### config.mk
export PLATFORM = sky130hd
export DESIGN_NAME = light_safety_monitor
export DESIGN_NICKNAME = d
export VERILOG_FILES = /design/src/rtl/tl_pkg.sv /design/src/rtl/flash_divider.sv /design/src/rtl/light_safety_monitor.sv
export SDC_FILE = /design/constraint.sdc
export NUM_CORES = 1
export LEC_CHECK = 0
export BUFFER_PORTS_ARGS = -buffer_cell sky130_fd_sc_hd__buf_2
export CAP_MARGIN = 0
export CORE_UTILIZATION = 45
export CTS_BUF_LIST = sky130_fd_sc_hd__clkbuf_2
export CTS_CLUSTER_SIZE = 40
export DETAILED_ROUTE_END_ITERATION = 8
export PLACE_DENSITY = 0.76
export SLEW_MARGIN = 20
export SYNTH_ARGS = -nofsm -noshare
export SYNTH_HDL_FRONTEND = slang
export SYNTH_SLANG_ARGS = --single-unit
### constraint.sdc
create_clock -name clk -period 3.5 [get_ports clk]
set_clock_uncertainty 0.05 [all_clocks]
set_input_delay 0.35 -clock clk [delete_from_list [all_inputs] [get_ports clk]]
set_output_delay 0.35 -clock clk [all_outputs]
set_load 0.1 [all_outputs]
### src/rtl/tl_pkg.sv
// Shared lamp codes, fault causes and monitor state encoding for the traffic-light datapath.
package tl_pkg;

  localparam logic [2:0] LAMP_RED = 3'b100;
  localparam logic [2:0] LAMP_AMB = 3'b010;
  localparam logic [2:0] LAMP_GRN = 3'b001;
  localparam logic [2:0] LAMP_OFF = 3'b000;

  typedef enum logic [2:0] {
    FLT_NONE     = 3'd0,
    FLT_ILLEGAL  = 3'd1,
    FLT_CONFLICT = 3'd2,
    FLT_SKIP     = 3'd3
  } fault_t;

  typedef enum logic [1:0] {
    ST_INIT,
    ST_PASS,
    ST_FLASH
  } mon_state_t;

  function automatic logic is_onehot(input logic [2:0] code);
    return (code == LAMP_RED) || (code == LAMP_AMB) || (code == LAMP_GRN);
  endfunction

  // A head that is releasing traffic: green or amber.
  function automatic logic is_go(input logic [2:0] code);
    return (code == LAMP_AMB) || (code == LAMP_GRN);
  endfunction

endpackage

### src/rtl/flash_divider.sv
// Amber flash phase generator; phase_on is the phase the lamps take at the next enabled edge.
module flash_divider #(
  parameter int unsigned FLASH_HALF = 1
) (
  input  logic clk,
  input  logic rst,
  input  logic en,
  output logic phase_on
);

  localparam int unsigned CW = (FLASH_HALF > 1) ? $clog2(FLASH_HALF) : 1;
  localparam logic [CW-1:0] HALF_LAST = CW'(FLASH_HALF - 1);

  logic [CW-1:0] cnt;

  always_ff @(posedge clk) begin
    if (rst || !en) begin
      cnt      <= '0;
      phase_on <= 1'b1;
    end else if (cnt == HALF_LAST) begin
      cnt      <= '0;
      phase_on <= ~phase_on;
    end else begin
      cnt <= cnt + 1'b1;
    end
  end

endmodule

### src/rtl/light_safety_monitor.sv
// Safety stage between the light controller and the lamp drivers: filters illegal/conflicting
// codes, detects green->red skips and falls back to flashing amber on a fault.
module light_safety_monitor
  import tl_pkg::*;
#(
  parameter int unsigned INIT_CYCLES   = 4,
  parameter int unsigned GLITCH_CYCLES = 2,
  parameter int unsigned FLASH_HALF    = 1
) (
  input  logic       clk,
  input  logic       rst,
  input  logic [2:0] light_M1_in,
  input  logic [2:0] light_M2_in,
  input  logic [2:0] light_S_in,
  input  logic [2:0] light_MT_in,
  input  logic       clr_fault,
  output logic [2:0] lamp_M1,
  output logic [2:0] lamp_M2,
  output logic [2:0] lamp_S,
  output logic [2:0] lamp_MT,
  output logic       fault,
  output logic [2:0] fault_code
);

  localparam int unsigned IW = (INIT_CYCLES > 1) ? $clog2(INIT_CYCLES) : 1;
  localparam logic [IW-1:0] INIT_LAST = IW'(INIT_CYCLES - 1);
  localparam int unsigned GW = $clog2(GLITCH_CYCLES + 1);
  localparam logic [GW-1:0] GLITCH_MAX = GW'(GLITCH_CYCLES);

  mon_state_t state, state_n;
  logic [IW-1:0] init_cnt, init_cnt_n;
  logic [GW-1:0] ill_cnt, ill_cnt_n, con_cnt, con_cnt_n;
  logic [3:0][2:0] in_v, prev_v, prev_n, lamp_v, lamp_n;
  logic [3:0] ill_lane, go_lane, hold;
  logic illegal, conflict, skip, ill_trip, con_trip, inputs_ok, phase_on;
  logic [2:0] code_n;

  // Lane order: 0 = M1, 1 = M2, 2 = S, 3 = MT.
  assign in_v = {light_MT_in, light_S_in, light_M2_in, light_M1_in};
  assign {lamp_MT, lamp_S, lamp_M2, lamp_M1} = lamp_v;

  always_comb begin
    skip = 1'b0;
    for (int unsigned i = 0; i < 4; i++) begin
      ill_lane[i] = !is_onehot(in_v[i]);
      skip = skip | ((prev_v[i] == LAMP_GRN) && (in_v[i] == LAMP_RED));
    end
    illegal   = |ill_lane;
    go_lane   = {in_v[3] == LAMP_GRN, 1'b1, is_go(in_v[1]), is_go(in_v[0])};
    conflict  = is_go(in_v[2]) && (is_go(in_v[0]) || is_go(in_v[1]) || (in_v[3] == LAMP_GRN));
    inputs_ok = !illegal && !conflict;
    hold      = ill_lane | (conflict ? go_lane : '0);

    ill_cnt_n = '0;
    con_cnt_n = '0;
    if (state == ST_PASS && illegal)
      ill_cnt_n = (ill_cnt == GLITCH_MAX) ? ill_cnt : ill_cnt + 1'b1;
    if (state == ST_PASS && conflict)
      con_cnt_n = (con_cnt == GLITCH_MAX) ? con_cnt : con_cnt + 1'b1;
    ill_trip = (ill_cnt_n == GLITCH_MAX);
    con_trip = (con_cnt_n == GLITCH_MAX);
  end

  always_comb begin
    state_n    = state;
    code_n     = fault_code;
    init_cnt_n = '0;
    case (state)
      ST_INIT: begin
        if (init_cnt == INIT_LAST) state_n = ST_PASS;
        else init_cnt_n = init_cnt + 1'b1;
      end
      ST_PASS: begin
        if (ill_trip || con_trip || skip) begin
          state_n = ST_FLASH;
          if (ill_trip)      code_n = FLT_ILLEGAL;
          else if (con_trip) code_n = FLT_CONFLICT;
          else               code_n = FLT_SKIP;
        end
      end
      ST_FLASH: begin
        if (clr_fault && inputs_ok) begin
          state_n = ST_INIT;
          code_n  = FLT_NONE;
        end
      end
      default: state_n = ST_INIT;
    endcase
  end

  // Held lanes also keep their skip reference, so a suppressed glitch never looks like a skip.
  always_comb begin
    lamp_n = {4{LAMP_RED}};
    prev_n = in_v;
    if (state_n == ST_FLASH) begin
      lamp_n = {4{phase_on ? LAMP_AMB : LAMP_OFF}};
    end else if (state == ST_PASS) begin
      for (int unsigned i = 0; i < 4; i++) begin
        if (hold[i]) begin
          lamp_n[i] = lamp_v[i];
          prev_n[i] = prev_v[i];
        end else begin
          lamp_n[i] = in_v[i];
        end
      end
    end
  end

  flash_divider #(.FLASH_HALF(FLASH_HALF)) u_flash (
    .clk      (clk),
    .rst      (rst),
    .en       (state_n == ST_FLASH),
    .phase_on (phase_on)
  );

  always_ff @(posedge clk) begin
    if (rst) begin
      state      <= ST_INIT;
      init_cnt   <= '0;
      ill_cnt    <= '0;
      con_cnt    <= '0;
      prev_v     <= {4{LAMP_RED}};
      lamp_v     <= {4{LAMP_RED}};
      fault      <= 1'b0;
      fault_code <= FLT_NONE;
    end else begin
      state      <= state_n;
      init_cnt   <= init_cnt_n;
      ill_cnt    <= ill_cnt_n;
      con_cnt    <= con_cnt_n;
      prev_v     <= prev_n;
      lamp_v     <= lamp_n;
      fault      <= (state_n == ST_FLASH);
      fault_code <= code_n;
    end
  end

endmodule
Word-level counts from Yosys, hierarchy flattened
Cells that the tools add are included.
{"block": "word_totals", "regBits": 38, "latchBits": 0, "ram_bits": 0, "romBits": 0, "inputBits": 15, "elab_cells": 118, "n_memories": 0}
{"block": "op_classes", "addsub": 4, "multipliers": 0, "div_mod_pow": 0, "order_cmp": 0, "n_eq_ne": 30, "shift": 0, "muxes": 23, "n_bitwise": 7, "reduce_logical": 38}
{"operator": "2-to-1 mux 12 bit", "n": 4}
{"operator": "== test 3 x 1 -> 1 bit, second input constant", "n": 8}
{"operator": "2-to-1 mux 2 bit", "n": 9}
{"operator": "2-to-1 mux 3 bit", "n": 6}
{"operator": "logical OR 1 bit", "n": 16}
{"operator": "== test 2 bit, second input constant", "n": 7}
{"operator": "== test 3 x 2 -> 1 bit, second input constant", "n": 4}
{"operator": "== test 3 bit, second input constant", "n": 4}
{"operator": "!= test 3 x 2 -> 1 bit, second input constant", "n": 4}
{"operator": "logical AND 1 bit", "n": 9}
{"operator": "logical NOT 1 bit", "n": 7}
{"operator": "adder 2 x 1 -> 2 bit, second input constant", "n": 3}
{"operator": "case mux 2 bit (3 select lines)", "n": 1}
{"operator": "case mux 3 bit (2 select lines)", "n": 1}
{"operator": "2-to-1 mux 4 bit", "n": 1}
{"operator": "!= test 2 bit, second input constant", "n": 2}
{"operator": "OR 4 bit", "n": 1}
{"operator": "OR reduction 4 bit", "n": 1}
{"operator": "inverter 1 bit", "n": 3}
{"operator": "OR 1 bit", "n": 3}
{"operator": "AND reduction 3 bit", "n": 1}
{"operator": "OR reduction 3 bit", "n": 1}
{"operator": "== test 2 x 1 -> 1 bit, second input constant", "n": 1}
{"operator": "logical NOT 2 bit", "n": 1}
{"operator": "4 further kinds", "n": 4}

Logic depth before layout (Yosys ltp)
Gate-level depths: netlist of the first run.
{"block": "depth", "ltp_word": 16, "depth_mapped": 8, "depth_no_buf": 8}

Hierarchy
From an unflattened synthesis of the first run, not the netlist that was laid out.
{"block": "unflattened", "hier_cells": 220, "area_unflattened_um2": 2010.7}
{"module": "light_safety_monitor", "n_inst": 1, "cells_per_inst": 215, "area_each_um2": 1950.6, "seq_area_each_um2": 700.7}
{"module": "flash_divider", "n_inst": 1, "cells_per_inst": 5, "area_each_um2": 60.1, "seq_area_each_um2": 40.0}

Worst setup path after synthesis of the first run
OpenSTA, ideal clock, no wires.
{"block": "synth_timing", "path_type": "input port to flip-flop", "startpoint": "in light_S_in[0]", "endpoint": "reg lamp_v, in the netlist lamp_M1[1]", "setup_time_ns": 0.095, "arrival_time_ns": 2.187, "required_time_ns": 3.355, "path_slack_ns": 1.168, "cell_stages": 7, "path_buffers": 1, "path_cell_list": "buf_2 > o21a_1 > nor4b_2 > nand4_2 > o311a_4 > a2111o_1 > a221oi_1"}
{"block": "synth_between", "elab_chain_len": 14}
{"element": "start, declared", "line_no": "light_safety_monitor.sv:14", "text": "input logic [2:0] light_S_in,"}
{"element": "== test 3 bit / == test 3 x 2 -> 1 bit (equally long branches)", "line_no": "tl_pkg.sv:23, light_safety_monitor.sv:46, tl_pkg.sv:28"}
{"element": "logical OR 1 bit (2 in a row)", "line_no": "tl_pkg.sv:23", "text": "return (code == LAMP_RED) || (code == LAMP_AMB) || (code == LAMP_GRN);"}
{"element": "logical NOT 1 bit", "line_no": "light_safety_monitor.sv:45", "text": "ill_lane[i] = !is_onehot(in_v[i]);"}
{"element": "OR reduction 4 bit", "line_no": "light_safety_monitor.sv:48", "text": "illegal = |ill_lane;"}
{"element": "logical AND 1 bit", "line_no": "light_safety_monitor.sv:56", "text": "if (state == ST_PASS && illegal)"}
{"element": "2-to-1 mux 2 bit", "line_no": "light_safety_monitor.sv:56"}
{"element": "== test 2 bit", "line_no": "light_safety_monitor.sv:60", "text": "ill_trip = (ill_cnt_n == GLITCH_MAX);"}
{"element": "logical OR 1 bit (2 in a row)", "line_no": "light_safety_monitor.sv:74", "text": "if (ill_trip || con_trip || skip) begin"}
{"element": "2-to-1 mux 2 bit", "line_no": "light_safety_monitor.sv:74"}
{"element": "case mux 2 bit (3 select lines)", "line_no": "light_safety_monitor.sv:68", "text": "case (state)"}
{"element": "== test 2 bit", "line_no": "light_safety_monitor.sv:95", "text": "if (state_n == ST_FLASH) begin"}
{"element": "!= test 3 x 2 -> 1 bit (no line) / 2-to-1 mux 12 bit (equally long branches)"}
{"element": "end signal, assigned", "line_no": "light_safety_monitor.sv:123", "text": "lamp_v <= {4{LAMP_RED}};"}
{"element": "end signal, assigned", "line_no": "light_safety_monitor.sv:132", "text": "lamp_v <= lamp_n;"}
{"element": "end, declared", "line_no": "light_safety_monitor.sv:33", "text": "logic [3:0][2:0] in_v, prev_v, prev_n, lamp_v, lamp_n;"}
Several ways; a longest one is shown, not always the timed one.
A chain may end at the register's enable or synchronous reset.

Worst setup path after layout of the first run
{"block": "layout_timing", "startpoint": "reg state[1]", "endpoint": "reg lamp_v, in the netlist lamp_MT[1]"}
{"block": "layout_between", "elab_chain_len": 10}
{"element": "start, declared", "line_no": "light_safety_monitor.sv:30", "text": "mon_state_t state, state_n;"}
{"element": "start signal, assigned", "line_no": "light_safety_monitor.sv:127", "text": "state <= state_n;"}
{"element": "== test 2 x 1 -> 1 bit"}
{"element": "logical AND 1 bit (on tied branches)", "line_no": "light_safety_monitor.sv:56, light_safety_monitor.sv:58"}
{"element": "2-to-1 mux 2 bit (on tied branches)", "line_no": "light_safety_monitor.sv:56, light_safety_monitor.sv:58"}
{"element": "== test 2 bit (on tied branches)", "line_no": "light_safety_monitor.sv:60, light_safety_monitor.sv:61"}
{"element": "logical OR 1 bit (2 in a row)", "line_no": "light_safety_monitor.sv:74"}
{"element": "2-to-1 mux 2 bit", "line_no": "light_safety_monitor.sv:74"}
{"element": "case mux 2 bit (3 select lines)", "line_no": "light_safety_monitor.sv:68"}
{"element": "== test 2 bit", "line_no": "light_safety_monitor.sv:95"}
{"element": "!= test 3 x 2 -> 1 bit (no line) / 2-to-1 mux 12 bit (equally long branches)"}
Several ways; a longest one is shown, not always the timed one.

==> results of run 1 <==
-- synthesized netlist by cell type, types with 2 or more instances --
| master | n |
|---|---|
| a21oi_1 | 9 |
| nor3b_1 | 3 |
| nor4_1 | 3 |
| inv_1 | 14 |
| o31a_1 | 2 |
| nand2b_1 | 15 |
| clkbuf_1 | 6 |
| nor4b_1 | 2 |
| ha_1 | 7 |
| o21ai_0 | 13 |
| nor2_1 | 27 |
| a2bb2oi_1 | 3 |
| or2b_1 | 2 |
| a21o_1 | 2 |
| nor3_1 | 8 |
| a221oi_1 | 4 |
| and3_1 | 5 |
| a22o_1 | 2 |
| a211o_1 | 2 |
| dfxtp_1 | 37 |
| o21ai_2 | 4 |
| xor2_1 | 3 |
| mux2i_1 | 15 |
| xnor2_1 | 3 |
| nand3b_1 | 2 |
| a211oi_1 | 2 |
| nand2_1 | 14 |
| o21a_1 | 4 |
| o21bai_1 | 6 |
| nand4_1 | 10 |
| buf_2 | 5 |
-- cell families after synthesis --
kind of cell	synth area share [%]
and+or+nand+nor	25.0
AOI/OAI and AO/OA	22.9
DFF	33.6
buffers and inverters	5.11
muxes	6.81
adders and majority gates	3.97
xor gates and xnor gates	2.39
other	0.170
-- layer usage --
layer  share of wire [%]  track usage, %
met1                  49            27.2
met2                  46            29.9
met3                 3.7            4.17
met4                 1.6            8.93
met5                   0               0
-- layout make-up --
class                   instances  area (um^2)
fillers                       474         2310
multi-input cells             195         1350
flip-flops and latches         37          741
repair buffers                 30          153
well taps                      67         83.8
inverters                      14         52.6
clock buffers                   6         30.0
clock inverters                 1         3.75
-- worst paths after layout --
kind / start / to / slack (ns)
hold / removal: light_M1_in[1] / prev_v[1]$_SDFFE_PP0P_ / 0.20
setup / recovery: state[1]$_SDFF_PP0_ / lamp_MT[1]$_SDFFE_PP0P_ / 0.91
setup reg to reg: state[1]$_SDFF_PP0_ / lamp_MT[1]$_SDFFE_PP0P_ / 0.91
hold reg to reg: init_cnt[0]$_SDFF_PP0_ / init_cnt[0]$_SDFF_PP0_ / 0.41
-- through the flow --
| stage | setup WS (ns) | utilization [%] | std cells |
|---|---|---|---|
| CTS | 0.917 | 51.2 | 350 |
| detailed placement | 0.754 | 50.5 | 343 |
| finish | 0.911 | 51.2 | 350 |
| floorplan | 1.17 | - | 259 |
| global placement | 0.780 | 50.5 | 343 |
| global route | 0.634 | 51.2 | 350 |
-- worst max-delay path: stages, from the launching register on --
cell	delay, ns
dfxtp_1	0.41
inv_1	0.10
ha_1	0.24
buf_4	0.26
inv_1	0.19
o21ai_0	0.21
o221ai_2	0.20
a2111o_1	0.52
a221oi_1	0.32
-- sequential cells by signal, summed over array words and instances, names as in the netlist --
signal and count:
u_flash.cnt 1, lamp_MT 3, init_cnt 2, state 2, fault 1, lamp_M1 3, ill_cnt 2, lamp_M2 3
con_cnt 2, prev_v 12, fault_code 2, u_flash.phase_on 1, lamp_S 3
-- power by group through the flow --
stage               sequential (uW)  clock (uW)  combinational, uW
detailed placement              471           0                267
global placement                470           0                264
global route                    465         209                292
floorplan                       518           0                167
CTS                             462         193                269
finish                          462         185                268
==> out/results.ini, run 1 <==
[layout]
postLayoutCellArea_um2 = 2420
drive_gt1_share_pct = 18.7
final_nets = 305
antenna_cells = 0
layout_common_cells = dfxtp_1, buf_2, nor2_1, nand2b_1, mux2i_1
layout_commonest_cell = dfxtp_1
area_growth_pct = 9.71

[timing]
hold_ws_ns = 0.198
finalHoldViolations = 0
worst_pin_slew_ns = 0.657
max_slew_margin_pct = 56.2
slew_viol_final = 0
final-setup-viol-count = 0
finalCriticalPeriod_ns = 2.59
max_clock_freq_mhz = 386
rsz0062_at_grt = no
finalSetupTns_ns = 0
period_share_pct = 74.0

[clock_network]
cts_made_buffers = 5
htree_num_levels = 2
cts_buffer_depth = 2
cts_tree = done
cts.sinks = 37
clk_latency_ns = 0.40
path_clk_slew_ns = 0.19
cts_resized = 0
cts_setup_buffers = 0
cts-hold-fix-buffers = 0
cts_root_buf = clkbuf_2

[yosys]
ys_types = 55
avgSynthCellArea_um2 = 8.54
netlist_instances = 258
synthArstFlopShare_pct = 0
synth_top_area_share_pct = 33.6
ys.warnings.count = 0
ys_seq_area_share_pct = 33.6
syn_area_um2 = 2200
synth_edf_count = 0
ys_ff_latch = 37
yosysTopAreaCell = dfxtp_1
synthFlopType = dfxtp_1
yosys-top-cells-area = dfxtp_1, mux2i_1, nor2_1

[floorplan]
dieHeight_um = 72.0
fp.dieW_um = 72.0
core_area_um2 = 4720
rows = 25
dieArea_um2 = 5180
start_util_pct = 46.6
io-pin-count = 31

[place]
portBuffers = 29
gp_congestion = 0.852
place_area_um2 = 2380
dp_hpwl_um = 3520

[critical_path]
cp.required_ns = 3.77
worst-r2r-cell-count = 8
path_max_fanout = 19
crit_type = flop to flop
arrival_ns = 2.86
start_kind = flop
end_kind = flop

[global_route]
grt_overflow = 0
antenna_found_initial = 0
grt_pass1_vias = 1680
track_usage_pct = 19.8
grt_pass1_wl_um = 7940
grt_max_degree = 42

[power_and_ir_drop]
ir_worst_vdd_uv = 150
fin_total_pwr_uw = 915
p_sw_share_pct = 36.5
p_switching_uw = 334
combPwrFrac_pct = 29.3
pwr-share-seq_pct = 50.5
leakage_uw = 0.000985
p_int_uw = 581
p_clk_share_pct = 20.2
cellPowerDensity_nw_per_um2 = 379

[routing]
dr.first_iter.drc_count = 131
vias = 1891
drt_wl_total_um = 4860
wl_per_cell_um = 13.9
detail-route-antenna-nets = 0
dr.pass1.iters = 4
via_per_inst = 5.40
drc = 0

[hold_path]
hold_class = input pin to flop
hold_depth = 3

[run_status]
status = complete, no violations

[job]
cap_viol_max_count = 0

Power figures use the tool's default switching activity.
==> run 2, diff against run 1 <==
Clock period 3.5 ns to 2.4 ns, I/O delays scaled along.
==> out/results.ini, run 2 (same netlist as run 1, synthesis figures left out) <==
[clock_network]
cts_made_buffers = 5
cts.sinks = 37
path_clk_slew_ns = 0.20
cts_tree = done
clk_latency_ns = 0.40
cts_buffer_depth = 2
cts_setup_buffers = 0
htree_num_levels = 2
cts-hold-fix-buffers = 0
cts_root_buf = clkbuf_2

[critical_path]
end_kind = flop
cp.required_ns = 2.67
crit_chain = inv_1, ha_1, a21oi_1, buf_4, o21bai_1, a2111o_1, a221oi_1
arrival_ns = 2.47
cp_top_family = compound AO/OA/AOI/OAI gates
crit_type = flop to flop
rrSetupSlack_ns = 0.20
cpPeakStageDelay_ns = 0.43
slowest_stage = dfxtp_1
path_buf_inv = 2
path_max_fanout = 4
start_kind = flop

[layout]
antenna_cells = 0
stdcell_count = 371
regArea_um2 = 741
area_growth_pct = 18.0
largest_reg_flops = 12
layout_commonest_cell = dfxtp_1
fillers = 446
layout_common_cells = dfxtp_1, buf_2, nor2_1, buf_4
finish.utilization_pct = 55.0
drive_gt1_share_pct = 24.3
largest_register = prev_v
multi_input_area_um2 = 1350
final_nets = 325

[floorplan]
rows = 25
start_util_pct = 46.6
core_area_um2 = 4720
dieHeight_um = 72.0
fp.dieW_um = 72.0
io-pin-count = 31
dieArea_um2 = 5180

[hold_path]
hold_class = input pin to flop

[timing]
max_slew_margin_pct = 51.8
max_clock_freq_mhz = 455
period_share_pct = 91.6
finalHoldViolations = 0
slew_viol_final = 0
worst_pin_slew_ns = 0.722
final-setup-viol-count = 0
finalSetupTns_ns = 0
finalCriticalPeriod_ns = 2.20
rsz0062_at_grt = no

[place]
dp_hpwl_um = 3790
gp_congestion = 0.803
portBuffers = 29
post-place-cells = 363

[global_route]
grt_pass1_vias = 1790
grt_pass1_wl_um = 8360
track_usage_pct = 20.6
grt_max_degree = 42
grt_overflow = 0
antenna_found_initial = 0

[routing]
via_per_inst = 5.50
dr.pass1.iters = 4
wl_per_cell_um = 13.8
dr.first_iter.drc_count = 167
detail-route-antenna-nets = 0
drt_wl_total_um = 5130
vias = 2040
drc = 0

[power_and_ir_drop]
leakage_uw = 0.00109
ir_worst_vdd_uv = 315
cellPowerDensity_nw_per_um2 = 579

[run_status]
status = complete, no violations

[job]
cap_viol_max_count = 0

## run 2: cell count changes in the layout (fill, tap and decap cells not counted), sizes merged
cell | previous run | this run
buf | 30 | 50
bufinv | 0 | 1
clkbuf | 6 | 5
clkinvlp | 0 | 1
## run 2: timing repair
action                     CTS  global route
hold endpoints to repair     0             0
gates resized for setup      0             1
setup endpoints to repair    0             2
## run 2: path summary, 6_finish.rpt
kind                               start                       to  cells past startpoint
setup / recovery     state[0]$_SDFF_PP0_  lamp_M2[1]$_SDFFE_PP0P_                      7
hold reg to reg   init_cnt[0]$_SDFF_PP0_   init_cnt[0]$_SDFF_PP0_                      1
setup reg to reg     state[0]$_SDFF_PP0_  lamp_M2[1]$_SDFFE_PP0P_                      7
hold / removal            light_M2_in[0]   prev_v[3]$_SDFFE_PP0P_                      3
## run 2: final cells by class
cell class	instances	share of cell area [%]
clock inverter	3	1.59
tap	67	3.22
timing repair buffer	50	11.6
sequential	37	28.5
clock buffer	5	0.962
inverter	14	2.02
multi-input combinational	195	52.1
## run 2: routing by layer
metal  track usage (%)  wire length [um]
met1              28.8              2510
met2              33.0              2340
met3              2.92               209
met4              6.54                69
met5                 0                 0
## run 2: report_power, final
| group | switching (uW) | internal (uW) |
|---|---|---|
| Sequential | 20.3 | 654 |
| Clock | 229 | 172 |
| Combinational | 275 | 155 |
## run 2: worst reg2reg max path, cell delays in order (launching register included)
cell and delay (ns):
dfxtp_1 0.43, inv_1 0.10, ha_1 0.25, a21oi_1 0.32, buf_4 0.20, o21bai_1 0.13, a2111o_1 0.38, a221oi_1 0.27
## run 2: stage by stage
stage          hold WS (ns)  total power [uW]  worst slack [ns]  cell area (um^2)
3_5_place_dp          0.369              1110            -0.132              2530
2_1_floorplan         0.286              1000             0.178              2210
4_1_cts              0.0787              1510             0.212              2600
6_report             0.0898              1510             0.202              2600
5_1_grt              0.0715              1580            0.0443              2600
3_3_place_gp          0.366              1110           -0.0459              2530
